### src/rtl/scv_vram_arb.sv
// Arbiter sharing one single-port VDC VRAM bank between video fetch (V) and CPU host (C).
// Optional stall statistics: define SCV_VRAM_ARB_STATS_EN to add STALL_CNT / STATS_CLR.
module scv_vram_arb #(
  parameter int unsigned AW         = 12,
  parameter int unsigned DW         = 8,
  parameter int unsigned STARVE_MAX = 3
) (
  input  logic          CLK,
  input  logic          RESB,
  input  logic          CE,
  input  logic          V_REQ,
  input  logic [AW-1:0] V_A,
  output logic          V_ACK,
  output logic [DW-1:0] V_DO,
  input  logic          C_REQ,
  input  logic          C_WR,
  input  logic [AW-1:0] C_A,
  input  logic [DW-1:0] C_DI,
  output logic          C_ACK,
  output logic [DW-1:0] C_DO,
  output logic [AW-1:0] RAM_A,
  output logic [DW-1:0] RAM_DI,
  input  logic [DW-1:0] RAM_DO,
  output logic          nRAM_CE,
  output logic          nRAM_WE,
  output logic          nRAM_OE
`ifdef SCV_VRAM_ARB_STATS_EN
  ,
  input  logic          STATS_CLR,
  output logic [15:0]   STALL_CNT
`endif
);

  localparam logic [3:0] StarveMax = 4'(STARVE_MAX);

  typedef enum logic [1:0] {
    StIdle,
    StAccess,
    StResp
  } state_e;

  state_e          state_q, state_d;
  logic            gnt_v_q, gnt_v_d;
  logic            wr_q, wr_d;
  logic [AW-1:0]   addr_q, addr_d;
  logic [DW-1:0]   di_q, di_d;
  logic [DW-1:0]   v_do_q, v_do_d;
  logic [DW-1:0]   c_do_q, c_do_d;
  logic [3:0]      starve_q, starve_d;
  logic            grant_v, grant_c;
  logic            starved;
  logic            access, resp;

  assign starved = (starve_q == StarveMax);

  always_comb begin
    state_d = state_q;
    gnt_v_d = gnt_v_q;
    wr_d    = wr_q;
    addr_d  = addr_q;
    di_d    = di_q;
    v_do_d  = v_do_q;
    c_do_d  = c_do_q;
    grant_v = 1'b0;
    grant_c = 1'b0;
    unique case (state_q)
      StIdle: begin
        if (CE) begin
          if (V_REQ && (!C_REQ || !starved)) begin
            grant_v = 1'b1;
          end else if (C_REQ) begin
            grant_c = 1'b1;
          end
        end
        if (grant_v) begin
          state_d = StAccess;
          gnt_v_d = 1'b1;
          wr_d    = 1'b0;
          addr_d  = V_A;
        end else if (grant_c) begin
          // CPU controls are captured once here and ignored for the rest of the access
          state_d = StAccess;
          gnt_v_d = 1'b0;
          wr_d    = C_WR;
          addr_d  = C_A;
          di_d    = C_DI;
        end
      end
      StAccess: state_d = StResp;
      StResp: begin
        state_d = StIdle;
        if (!wr_q) begin
          if (gnt_v_q) v_do_d = RAM_DO;
          else         c_do_d = RAM_DO;
        end
      end
      default: state_d = StIdle;
    endcase
  end

  always_comb begin
    starve_d = starve_q;
    if (!C_REQ || grant_c) begin
      starve_d = 4'd0;
    end else if (grant_v && !starved) begin
      starve_d = starve_q + 4'd1;
    end
  end

  always_ff @(posedge CLK or negedge RESB) begin
    if (!RESB) begin
      state_q  <= StIdle;
      gnt_v_q  <= 1'b0;
      wr_q     <= 1'b0;
      addr_q   <= '0;
      di_q     <= '0;
      v_do_q   <= '0;
      c_do_q   <= '0;
      starve_q <= 4'd0;
    end else begin
      state_q  <= state_d;
      gnt_v_q  <= gnt_v_d;
      wr_q     <= wr_d;
      addr_q   <= addr_d;
      di_q     <= di_d;
      v_do_q   <= v_do_d;
      c_do_q   <= c_do_d;
      starve_q <= starve_d;
    end
  end

  // Strobes decode straight from state so an async reset releases the RAM at once
  assign access  = (state_q == StAccess);
  assign resp    = (state_q == StResp);
  assign nRAM_CE = !access;
  assign nRAM_OE = !(access && !wr_q);
  assign nRAM_WE = !(access && wr_q);
  assign RAM_A   = access ? addr_q : '0;
  assign RAM_DI  = (access && wr_q) ? di_q : '0;

  assign V_ACK = resp && gnt_v_q;
  assign C_ACK = resp && !gnt_v_q;
  // Registered-read RAM data lands during RESP; pass it through so it is valid with ACK
  assign V_DO  = V_ACK ? RAM_DO : v_do_q;
  assign C_DO  = (C_ACK && !wr_q) ? RAM_DO : c_do_q;

`ifdef SCV_VRAM_ARB_STATS_EN
  logic [15:0] stall_q, stall_d;

  always_comb begin
    stall_d = stall_q;
    if (STATS_CLR) begin
      stall_d = 16'd0;
    end else if (C_REQ && !grant_c && (stall_q != 16'hFFFF)) begin
      stall_d = stall_q + 16'd1;
    end
  end

  always_ff @(posedge CLK or negedge RESB) begin
    if (!RESB) begin
      stall_q <= 16'd0;
    end else begin
      stall_q <= stall_d;
    end
  end

  assign STALL_CNT = stall_q;
`endif

endmodule
### config.mk
export PLATFORM = sky130hd
export DESIGN_NAME = scv_vram_arb
export DESIGN_NICKNAME = d
export VERILOG_FILES = /design/src/rtl/scv_vram_arb.sv
export SDC_FILE = /design/constraint.sdc
export NUM_CORES = 1
export LEC_CHECK = 0
export BUFFER_PORTS_ARGS = -buffer_cell sky130_fd_sc_hd__buf_2
export CAP_MARGIN = 20
export CORE_MARGIN = 5
export CORE_UTILIZATION = 29
export DETAILED_ROUTE_END_ITERATION = 8
export PLACE_DENSITY = 0.63
export SYNTH_ARGS = -nofsm -noshare
export SYNTH_HDL_FRONTEND = slang
export SYNTH_SLANG_ARGS = --single-unit
export TNS_END_PERCENT = 5
### constraint.sdc
create_clock -name CLK -period 3.35 [get_ports CLK]
set_input_delay 0.1675 -clock CLK [delete_from_list [all_inputs] [get_ports CLK]]
set_output_delay 0.1675 -clock CLK [all_outputs]
set_load 0.03 [all_outputs]
After elaboration in Yosys (flattened, before gate mapping)
Cells that the tools add are included.
{"block": "op_classes", "addsub": 1, "multipliers": 0, "div": 0, "n_lt_le_gt_ge": 0, "n_eq_ne": 4, "shift": 0, "n_mux": 24, "bitwise_logic": 3, "reduce_logical": 23}
{"operator": "$mux 12", "count": 3}
{"operator": "$mux 8", "count": 3}
{"operator": "$mux 1", "count": 13}
{"operator": "$reduce_and 3->1", "count": 3}
{"operator": "$mux 4", "count": 2}
{"operator": "$logic_and 1x1->1", "count": 7}
{"operator": "$logic_not 1->1", "count": 7}
{"operator": "$add 4x1->4 const B", "count": 1}
{"operator": "$eq 4x2->1 const B", "count": 1}
{"operator": "$mux 2", "count": 2}
{"operator": "$pmux 2 s2", "count": 1}
{"operator": "$reduce_bool 2->1", "count": 2}
{"operator": "$ne 3x3->1 const B", "count": 1}
{"operator": "$not 1->1", "count": 3}
{"operator": "$eq 2x1->1 const B", "count": 1}
{"operator": "$eq 2x2->1 const B", "count": 1}
{"operator": "$logic_not 2->1", "count": 1}
{"operator": "$logic_or 1x1->1", "count": 2}
{"operator": "$reduce_and 2->1", "count": 1}
{"block": "word_totals", "ff_bits": 44, "latch_bits": 0, "ram_bits": 0, "romBits": 0, "in_bits": 46, "output_inout_bits": 41, "wordCells": 63, "memories": 0}

Logic depth before layout (Yosys ltp)
Gate-level depths: netlist (run 1).
{"block": "logic_depth", "word_depth": 11, "depth_mapped": 6, "ltp_nobuf": 4}

Worst setup path after synthesis (run 1)
OpenSTA, ideal clock, no wires.
{"block": "synth_path", "path_kind": "register to output", "from": "reg state_q[0]", "to": "out C_DO[0]", "t_arrival_ns": 1.827, "t_required_ns": 3.182, "path_slack_ns": 1.355, "stages_incl_launch_ff": 6, "path_buffers": 2, "path_cell_list": "dfrtp_1 nor3b_2 nor2b_1 buf_4 buf_4 mux2_2"}
{"block": "synth_via", "elab_chain_cells": 4}
{"item": "from (decl)", "line_no": "42", "text": "state_e state_q, state_d;"}
{"item": "from (signal assigned)", "line_no": "112", "text": "state_q <= StIdle;"}
{"item": "from (signal assigned)", "line_no": "121", "text": "state_q <= state_d;"}
{"item": "$eq 2x2->1", "line_no": "134", "text": "assign resp = (state_q == StResp);"}
{"item": "$logic_and 1x1->1", "line_no": "142", "text": "assign C_ACK = resp && !gnt_v_q;"}
{"item": "net C_ACK", "line_no": "19", "text": "output logic C_ACK,"}
{"item": "$logic_and 1x1->1", "line_no": "145", "text": "assign C_DO = (C_ACK && !wr_q) ? RAM_DO : c_do_q;"}
{"item": "$mux 8", "line_no": "145"}
{"item": "to (decl)", "line_no": "20", "text": "output logic [DW-1:0] C_DO,"}
The timed path passes the listed nets, and every way through them passes these cells.

Final worst setup path (run 1)
{"block": "layout_path", "from": "reg state_q[0]", "to": "out C_DO[7]"}
{"block": "layout_via", "elab_chain_cells": 4}
{"item": "$eq 2x2->1", "line_no": "134"}
{"item": "$logic_and 1x1->1", "line_no": "142"}
{"item": "$logic_and 1x1->1", "line_no": "145"}
{"item": "$mux 8", "line_no": "145"}
Every way passes these cells.

==> results of run 1 <==
==> how the worst max path moves through the flow <==
stage	start	end	slack, ns	depth (start not counted)
CTS	state_q[0]$_DFFE_PN0P_	C_DO[7]	0.85	5
finish	state_q[0]$_DFFE_PN0P_	C_DO[7]	0.88	5
global placement	state_q[0]$_DFFE_PN0P_	C_DO[0]	1.26	5
global route	state_q[0]$_DFFE_PN0P_	C_DO[2]	0.76	5
floorplan	state_q[0]$_DFFE_PN0P_	C_DO[0]	1.36	5
detailed placement	state_q[1]$_DFFE_PN0P_	C_DO[7]	1.19	5
==> flip-flops by register name, summed over array words and instances, names as in the netlist <==
name,cells
state_q,2
starve_q,4
di_q,8
addr_q,12
c_do_q,8
gnt_v_q,1
wr_q,1
v_do_q,8
==> cells by family (layout without fill, tap and decap cells) <==
| kind of cell | after synthesis | in the layout | share of synthesized area, % |
|---|---|---|---|
| and+or+nand+nor | 54 | 54 | 16.8 |
| adders and majority gates | 1 | 1 | 0.537 |
| DFF | 44 | 44 | 47.3 |
| AOI/OAI and AO/OA | 48 | 48 | 12.4 |
| buffers and inverters | 20 | 103 | 3.76 |
| muxes | 40 | 40 | 19.3 |
==> where the power goes <==
group	switching, uW	leakage (uW)	total (uW)	internal (uW)
clock	182	0.0000614	426	244
sequential	85.9	0.000526	785	699
combinational	455	0.000793	781	326
total	723	0.00138	1990	1270
==> cell usage after synthesis <==
| cell type | count |
|---|---|
| a32o_1 | 1 |
| buf_2 | 4 |
| and4bb_2 | 1 |
| inv_1 | 5 |
| a211oi_1 | 4 |
| a21boi_0 | 1 |
| nor2_2 | 1 |
| nand4_1 | 12 |
| nand2b_1 | 1 |
| or4b_1 | 1 |
| mux2_2 | 40 |
| dfrtp_1 | 44 |
| nand2_1 | 3 |
| nand4bb_4 | 1 |
| nand3b_1 | 1 |
| buf_4 | 2 |
| or2_2 | 1 |
| or3b_2 | 1 |
| or3_1 | 2 |
| ha_1 | 1 |
| a21oi_1 | 12 |
| a31oi_1 | 12 |
| nor2b_1 | 2 |
| clkbuf_1 | 9 |
| and2_1 | 12 |
| a22o_1 | 1 |
| nor3b_1 | 1 |
| a21oi_4 | 1 |
| nand4bb_1 | 2 |
| nor3b_2 | 2 |
| o21ai_0 | 16 |
| and3_1 | 8 |
| nand3_1 | 1 |
| or3b_1 | 1 |
==> placed cells by master (no fill, tap or decap), drive strengths merged, types with 4 or more instances in the layout <==
cell type | netlist | layout
a211oi | 4 | 4
dfrtp | 44 | 44
clkbuf | 9 | 6
a21oi | 13 | 13
o21ai | 16 | 16
mux2 | 40 | 40
buf | 6 | 89
inv | 5 | 5
and2 | 12 | 12
nand4 | 12 | 12
a31oi | 12 | 12
and3 | 8 | 8
==> final cells by class <==
cell class                      count  area [sq um]  area share [%]
Sequential cell                    44          1100            36.9
Clock buffer                        6          82.6            2.77
Timing Repair Buffer               90           475            15.9
Tap cell                          102           128            4.27
Multi-Input combinational cell    143          1140            38.2
Inverter                            5          18.8           0.629
Clock inverter                      2          38.8            1.30
==> routing by layer <==
metal / up-vias / share of wire [%] / track usage, %
li1: 936 / - / -
met1: 909 / 46 / 15.7
met2: 68 / 47 / 19.6
met3: 6 / 6.4 / 3.02
met4: 0 / 1.0 / 3.15
met5: - / 0 / 0
==> metrics by stage <==
stage	setup slack (ns)	util, %	total power, uW	cells	hold slack (ns)
final	0.880	38.4	1990	392	0.0976
after global routing	0.758	38.4	2110	392	0.0852
after global placement	1.26	36.5	1560	382	0.383
after CTS	0.852	38.0	2020	390	0.0602
after floorplan	1.36	-	1360	207	-0.128
after detailed placement	1.19	36.5	1580	382	0.383
==> repair_timing <==
item | 4_1_cts | 5_1_grt
hold buffers | 0 | 1
endpoints found under the hold margin | 0 | 10
setup endpoints to repair | 0 | 0
==> impl_results.md, run 1 <==
* Fillers at 798
* Ys Warns at 0
* Crit end category: primary output
* Final Skew at 0.0124 ns
* Core Area at 7770 sq um
* RR Startpoint: state_q[0]$_DFFE_PN0P_
* WHS Path Cells at 2
* Routability cong. at between 0.8 and 0.9
* IO Pins at 87
* Die width at roughly 100 um
* H-tree levels at 2
* Slew HR at a little over two fifths
* DR iter-0 viols at between 100 and 150
* Setup bufs post-CTS at 0
* Hold Crit Start: C_WR
* Layout cell share with drive strength beyond 1 at 50.0%
* Largest net degree at the start of global routing at 45
* Critical Path Max Stage Delay at 0.52 ns
* Netlist cell types at 34
* Synth Register Bits at 44
* Crit-path cells: nor3b_2, nor2b_1, buf_4, mux2_2, buf_2
* Max Cap Viol at 0
* Clock latency on the worst-skew pair at around 0.30 ns
* All-Layer GR Usage at about an eighth
* DR pass1 iterations at 4
* Slowest cell on crit path: nor2b_1
* Inserted Clock Buffers at 5
* Initial Utilization at between 20 and 30%
* ANT cells at 0
* Final instance area at roughly 3000 sq um
* Fin Setup TNS at 0 ns
* Peak supply drop at roughly 0.2 mV
* RSZ-0062 raised after global routing: false
* CP Max Fanout at 10
* Pwr dens at between 600 and 700 nW/um^2
* Initial antenna violation count at 0
* Area post-placement at 2830 sq um
* Cell row count at 32
* Status: finished, final reports clean
* Final ANT Viol Nets at 0
* Pins over their slew limit at 0
* CTS root buf: clkbuf_8
* CP required at between 3 and 4 ns
* Vias per inst at roughly 4.9
* First-pass GRT wire length at approximately 9.7 mm
* Area delta synth->final at 28.1%
* Fmax at 405 MHz
* R2r worst-path depth at 3
* R2R Setup Slk at around 1.4 ns
* Worst Hold Class: input pin to flop
* Wire per inst at 15.1 um
* Port-buffer cells at 86
* Post-Syn Instances at approximately 210
* Final nets at between 300 and 400
* Top cell type by total area after synthesis: dfrtp_1
* Tcrit/Tclk final at about three quarters
* CTS Buffer Depth at 2
* Critical path startpoint category: flop
* Vias in the first global route at a little over 2,000
* Min Clock Period, post-route at between 2 and 2.5 ns
* Sequential-to-total area share from yosys stat at between 40% and 50%
* Mean Syn Cell Area at 11.3 sq um
* Synth top area cells: dfrtp_1 47%, mux2_2 19%, o21ai_0 3.4%
* Die footprint at between 9000 and 10,000 sq um
* DRC viols at 0
* Crit path buf inv count at 2
* P_leak at around 0.0014 uW
* Placed wire-length estimate at roughly 4.4 mm
* Synth top area share at a little under half
* Grt ovf at 0
* Crit Path Class: flop to primary output
* Mapped Nets at 254
* CTS tree: yes
* Clock transition at the registers of the reported paths at approximately 0.090 ns
* WL final at between 5 and 6 mm
* # setup viols final at 0
* RR Endpoint: v_do_q[2]$_DFFE_PN0P_
* Clk sinks at 44
* Post-cts sizing count at 0
* Routed via count at 1,919
* Final Hold Vio Count at 0
* Die Y at 99.6 um
* Worst EP arrival at about 2.3 ns
* Least-Margin Pin Slew at roughly 0.86 ns
* Cell Area, Synth at 2330 sq um
* Hold Path Sink: wr_q$_DFFE_PN0P_
* CP delay by family, top: simple AND/OR/NAND/NOR gates
No activity file was read; power rests on OpenSTA's default activity.
==> run 2, diff against run 1 <==
PLACE_DENSITY = 0.65   (was 0.63)
clock period = 2.2 ns   (was 3.35 ns; I/O delays follow)
==> run 2 against run 1 <==
Net effect: register-to-register slack got worse by 1.0 ns; clock skew shrank 0.0040 ns; combinational power grew 52%; sequential cell count unchanged; sequential share of layout area is 0.37 points lower; non-clock buffer count up 4; routed wire length decreased by 0.61%; clock-buffer cell count unchanged; hold slack worse by 0.055 ns; first-iteration DRC count decreased by 52%; global-route usage is 0.19 points lower; clock power increased by 50%; largest power group unchanged; highest routed layer is now met3.
==> impl_results.md, run 2 (synthesis gave the netlist of run 1 again) <==
* Status: finished, final reports clean
* Wire per inst at 14.8 um (-1.6%)
* RR Startpoint: starve_q[0]$_DFFE_PN0P_
* Least-Margin Pin Slew at 0.521 ns (-0.344 ns)
* Vias per inst at 4.86 (-0.75%)
* Setup bufs post-CTS at 0 (unchanged)
* R2R Setup Slk at 0.35 ns (-1.01 ns)
* Pins over their slew limit at 0 (unchanged)
* Final ANT Viol Nets at 0 (unchanged)
* Clock transition at the registers of the reported paths at 0.08 ns (about the same)
* Tcrit/Tclk final at between 90% and 100%
* Crit end category: primary output
* Cell row count at 32 (unchanged)
* Worst Hold Class: input pin to flop
* Area delta synth->final at 29.4%
* Slew HR at 65.0% (+23 points)
* CTS tree: yes
* ANT cells at 0 (unchanged)
* Die footprint at 9930 sq um (unchanged)
* Initial Utilization at 30.0% (unchanged)
* First-pass GRT wire length at 9.48 mm (-2.6%)
* Placed wire-length estimate at 4.33 mm (-2.5%)
* Vias in the first global route at 1,957 (-3.0%)
* Clock latency on the worst-skew pair at 0.29 ns (about the same)
* Peak supply drop at 0.271 mV (+35%)
* CTS Buffer Depth at 2 (unchanged)
* DRC viols at 0 (unchanged)
* Final nets at 340 (+1.2%)
* Commonest non-fill, non-tap cell in the layout: buf_2
* Commonest cells after routing, fill and taps aside: 86 x buf_2, 44 x dfrtp_1, 40 x mux2_2
* Inserted Clock Buffers at 5 (unchanged)
* Core Area at 7770 sq um (unchanged)
* R2r worst-path depth at 4 (+1)
* Hold Crit Start: C_WR
* Port-buffer cells at 86 (unchanged)
* Hold Path Sink: wr_q$_DFFE_PN0P_
* WHS Path Cells at 2 (unchanged)
* Final Hold Vio Count at 0 (unchanged)
* Die width at 99.6 um (unchanged)
* Pwr dens at 1000 nW/um^2 (+50%)
* RR Endpoint: di_q[1]$_DFFE_PN0P_
* Routability cong. at 0.754 (-11%)
* Layout cell share with drive strength beyond 1 at 50.7% (+0.68 points)
* IO Pins at 87 (unchanged)
* P_leak at 0.00140 uW (+1.3%)
* Fmax at roughly 500 MHz
* All-Layer GR Usage at 11.8% (-0.19 points)
* DR pass1 iterations at 4 (unchanged)
* Post-route setup slack at 0.202 ns (-0.678 ns)
* Max Cap Viol at 0 (unchanged)
* Fin Setup TNS at 0 ns (unchanged)
* Initial antenna violation count at 0 (unchanged)
* Die Y at 99.6 um (unchanged)
* CP Max Fanout at 16 (+6)
* CP required at 2.09 ns (-1.09 ns)
* CTS root buf: clkbuf_8
* H-tree levels at 2 (unchanged)
* Largest net degree at the start of global routing at 45 (unchanged)
* Routed via count at 1,924 (+0.26%)
* Clk sinks at 44 (unchanged)
* Worst EP arrival at 1.89 ns (-0.41 ns)
* Critical path startpoint category: flop
* DR iter-0 viols at 50 (-52%)
* Final Skew at 0.00839 ns (-0.00399 ns)
* Worst slack, placed at 0.355 ns (-0.835 ns)
* Grt ovf at 0 (unchanged)
* Fillers at 794 (-0.50%)
* Reg with most FFs: addr_q
* Max reg flops at 12 (unchanged)
* # setup viols final at 0 (unchanged)
* WL final at 5.87 mm (-0.61%)
* Min Clock Period, post-route at 2.00 ns
* RSZ-0062 raised after global routing: false
* Crit Path Class: flop to primary output
## run 2: layout make-up
cell class | count | area (sq um) | area share [%]
timing repair buffer | 94 | 505 | 16.8
clock inverter | 2 | 38.8 | 1.29
inverter | 5 | 18.8 | 0.622
sequential | 44 | 1100 | 36.5
multi-input combinational | 143 | 1140 | 37.8
clock buffer | 6 | 82.6 | 2.74
tap | 102 | 128 | 4.23
## run 2: how the worst max path moves through the flow
stage                                 start                  end  slack, ns  depth (start not counted)
detailed placement  starve_q[0]$_DFFE_PN0P_  di_q[7]$_DFFE_PN0P_       0.35                          4
global route         state_q[1]$_DFFE_PN0P_              C_DO[4]       0.03                          5
floorplan            state_q[0]$_DFFE_PN0P_              C_DO[0]       0.26                          5
finish               state_q[0]$_DFFE_PN0P_              C_DO[3]       0.20                          5
global placement    starve_q[0]$_DFFE_PN0P_  di_q[0]$_DFFE_PN0P_       0.42                          4
CTS                  state_q[0]$_DFFE_PN0P_              C_DO[3]       0.17                          5
## run 2: power breakdown
part | switching [uW] | internal [uW] | total [uW] | leakage, uW
clock | 268 | 371 | 639 | 0.0000614
sequential | 130 | 1060 | 1190 | 0.000526
combinational | 686 | 501 | 1190 | 0.000811
total | 1080 | 1940 | 3020 | 0.00140
## run 2: critical path, cell delays in order (launching register included)
cell	delay (ns)
dfrtp_1	0.44
nor3b_2	0.22
nor2b_1	0.15
buf_4	0.25
mux2_2	0.37
buf_2	0.18
## run 2: repair_timing
item | in CTS | in global routing
gates resized for setup | 0 | 0
hold buffers | 0 | 1
hold endpoints to repair | 0 | 44
## run 2: per-stage QoR
| stage | cell area (sq um) | util [%] | std cells | total power (uW) | hold WS (ns) |
|---|---|---|---|---|---|
| after floorplan | 2330 | - | 207 | 2070 | -0.186 |
| after global placement | 2860 | 36.9 | 386 | 2380 | 0.327 |
| after detailed placement | 2860 | 36.9 | 386 | 2410 | 0.318 |
| after CTS | 2990 | 38.4 | 394 | 3060 | 0.000670 |
| after global routing | 3020 | 38.8 | 396 | 3210 | 0.0385 |
| final | 3020 | 38.8 | 396 | 3020 | 0.0422 |
## run 2: metal layers
metal | GRT usage (%) | wire length (um)
met4 | 2.52 | 0
met3 | 3.51 | 432
met5 | 0 | 0
met1 | 15.4 | 2590
met2 | 19.3 | 2850
==> run 3, diff against run 2 <==
PLACE_DENSITY = 0.63   (was 0.65)
clock period = 2.17 ns   (was 2.2 ns; I/O delays follow)
==> run 3 against run 2 <==
Net effect: critical path depth did not move; global-route usage up 0.53 points; clock power grew 3%; routed wire length is 0.78% higher; setup slack worse by 0.032 ns; clock skew rose by 0.0030 ns; critical path type unchanged; hold slack worse by 0.0048 ns; critical endpoint is now C_DO[7].
==> impl_results.md, run 3 (synthesis gave the netlist of run 1 again) <==
* Placed wire-length estimate at 4.47 mm (+3.3%)
* Setup bufs post-CTS at 0 (unchanged)
* Grt ovf at 0 (unchanged)
* Crit Path Class: flop to primary output
* Least-Margin Pin Slew at 0.604 ns (+0.0833 ns)
* Max reg flops at 12 (unchanged)
* Pwr dens at 1030 nW/um^2 (+2.4%)
* Critical path startpoint category: flop
* Min Clock Period, post-route at 2.00 ns
* Final ANT Viol Nets at 0 (unchanged)
* Vias in the first global route at 1,978 (+1.1%)
* RR Startpoint: starve_q[0]$_DFFE_PN0P_
* Pins over their slew limit at 0 (unchanged)
* ANT cells at 0 (unchanged)
* Core Area at 7770 sq um (unchanged)
* Hold Worst Slack at 0.0374 ns (-0.00485 ns)
* Layout cell share with drive strength beyond 1 at 50.7% (unchanged)
* Initial Utilization at 30.0% (unchanged)
* CTS Buffer Depth at 2 (unchanged)
* Clock latency on the worst-skew pair at 0.29 ns (about the same)
* Fin Setup TNS at 0 ns (unchanged)
* Max Cap Viol at 0 (unchanged)
* Routability cong. at 0.777 (+3.1%)
* Die width at 99.6 um (unchanged)
* CP Max Fanout at 16 (unchanged)
* Area post-placement at 2870 sq um (+0.26%)
* Die footprint at 9930 sq um (unchanged)
* Cell row count at 32 (unchanged)
* DR iter-0 viols at 42 (-16%)
* H-tree levels at 2 (unchanged)
* First-pass GRT wire length at 10.0 mm (+6.0%)
* Vias per inst at 4.95 (+1.8%)
* Port-buffer cells at 86 (unchanged)
* CTS tree: yes
* # setup viols final at 0 (unchanged)
* Commonest non-fill, non-tap cell in the layout: buf_2
* CP required at 2.06 ns (-0.03 ns)
* Final Skew at 0.0114 ns (+0.00298 ns)
* Final nets at 340 (unchanged)
* Area delta synth->final at 28.9%
* WL final at 5.92 mm (+0.78%)
* Commonest cells after routing, fill and taps aside: 86 x buf_2, 44 x dfrtp_1, 40 x mux2_2
* Fillers at 795 (+0.13%)
* Peak supply drop at 0.306 mV (+13%)
* Reg with most FFs: addr_q
* Worst EP arrival at 1.89 ns (about the same)
* Slew HR at 59.7% (-5.2 points)
* Worst setup path start: state_q[0]$_DFFE_PN0P_
* Final Hold Vio Count at 0 (unchanged)
* Final instance area at 3000 sq um (-0.41%)
* R2R Setup Slk at 0.31 ns (-0.04 ns)
* Fmax at around 500 MHz
* IO Pins at 87 (unchanged)
* Hold Crit Start: C_WR
* Inserted Clock Buffers at 5 (unchanged)
* Total power draw at 3080 uW (+1.9%)
* Largest net degree at the start of global routing at 28 (-38%)
* P_leak at 0.00139 uW (-0.33%)
* Routed via count at 1,959 (+1.8%)
* Clock transition at the registers of the reported paths at 0.09 ns (about the same)
* Clk sinks at 44 (unchanged)
* Die Y at 99.6 um (unchanged)
* All-Layer GR Usage at 12.3% (+0.53 points)
* DR pass1 iterations at 4 (unchanged)
* Finished Core Util at 38.7% (-0.16 points)
* Wire per inst at 14.9 um (+0.78%)
* Status: finished, final reports clean
* CTS root buf: clkbuf_8
* Crit end category: primary output
* DRC viols at 0 (unchanged)
* Tcrit/Tclk final at about 92%
* Initial antenna violation count at 0 (unchanged)
* RSZ-0062 raised after global routing: false
* Worst Hold Class: input pin to flop
[run 3: per-layer routing]
metal  share of wire, %  track usage, %  vias to the layer above
met4                1.0            2.52                        0
met1                 44            16.6                      939
met3                8.0            3.44                        8
met2                 47            19.8                       73
li1                   -               -                      939
met5                  0               0                        -
[run 3: path summary, 6_finish.rpt]
check                                               to  cells after the start
worst max-delay path                           C_DO[7]                      5
max in group asynchronous        c_do_q[3]$_DFFE_PN0P_                      3
worst min-delay path                  wr_q$_DFFE_PN0P_                      2
worst max register to register     di_q[6]$_DFFE_PN0P_                      4
min in group asynchronous       state_q[1]$_DFFE_PN0P_                      2
worst min register to register     di_q[1]$_DFFE_PN0P_                      1
[run 3: area by class of cell]
cell class | count | area, sq um | area share [%]
inverter | 5 | 18.8 | 0.625
clock inverter | 2 | 38.8 | 1.29
multi-input combinational | 143 | 1140 | 38.0
tap | 102 | 128 | 4.25
sequential | 44 | 1100 | 36.7
timing repair buffer | 94 | 493 | 16.4
clock buffer | 6 | 82.6 | 2.75
[run 3: per-stage QoR]
stage                     std cells  setup WS [ns]
final                           396          0.170
after global routing            396         0.0316
after CTS                       396          0.141
after detailed placement        387          0.308
after global placement          387          0.372
after floorplan                 207          0.234
[run 3: power breakdown]
group / internal [uW] / switching [uW] / leakage, uW / total (uW)
Sequential: 1080 / 128 / 0.000526 / 1210
Clock: 377 / 282 / 0.0000614 / 659
Combinational: 507 / 707 / 0.000807 / 1210
Total: 1960 / 1120 / 0.00139 / 3080
[run 3: repair_timing]
item                      in CTS  in global routing
gates resized for setup        0                  0
hold buffers                   1                  0
hold endpoints to repair      25                  0
[run 3: critical path, cell delays in order (launching register included)]
cell and delay (ns):
dfrtp_1 0.44, nor3b_2 0.21, nor2b_1 0.14, buf_4 0.25
mux2_2 0.37, buf_2 0.18
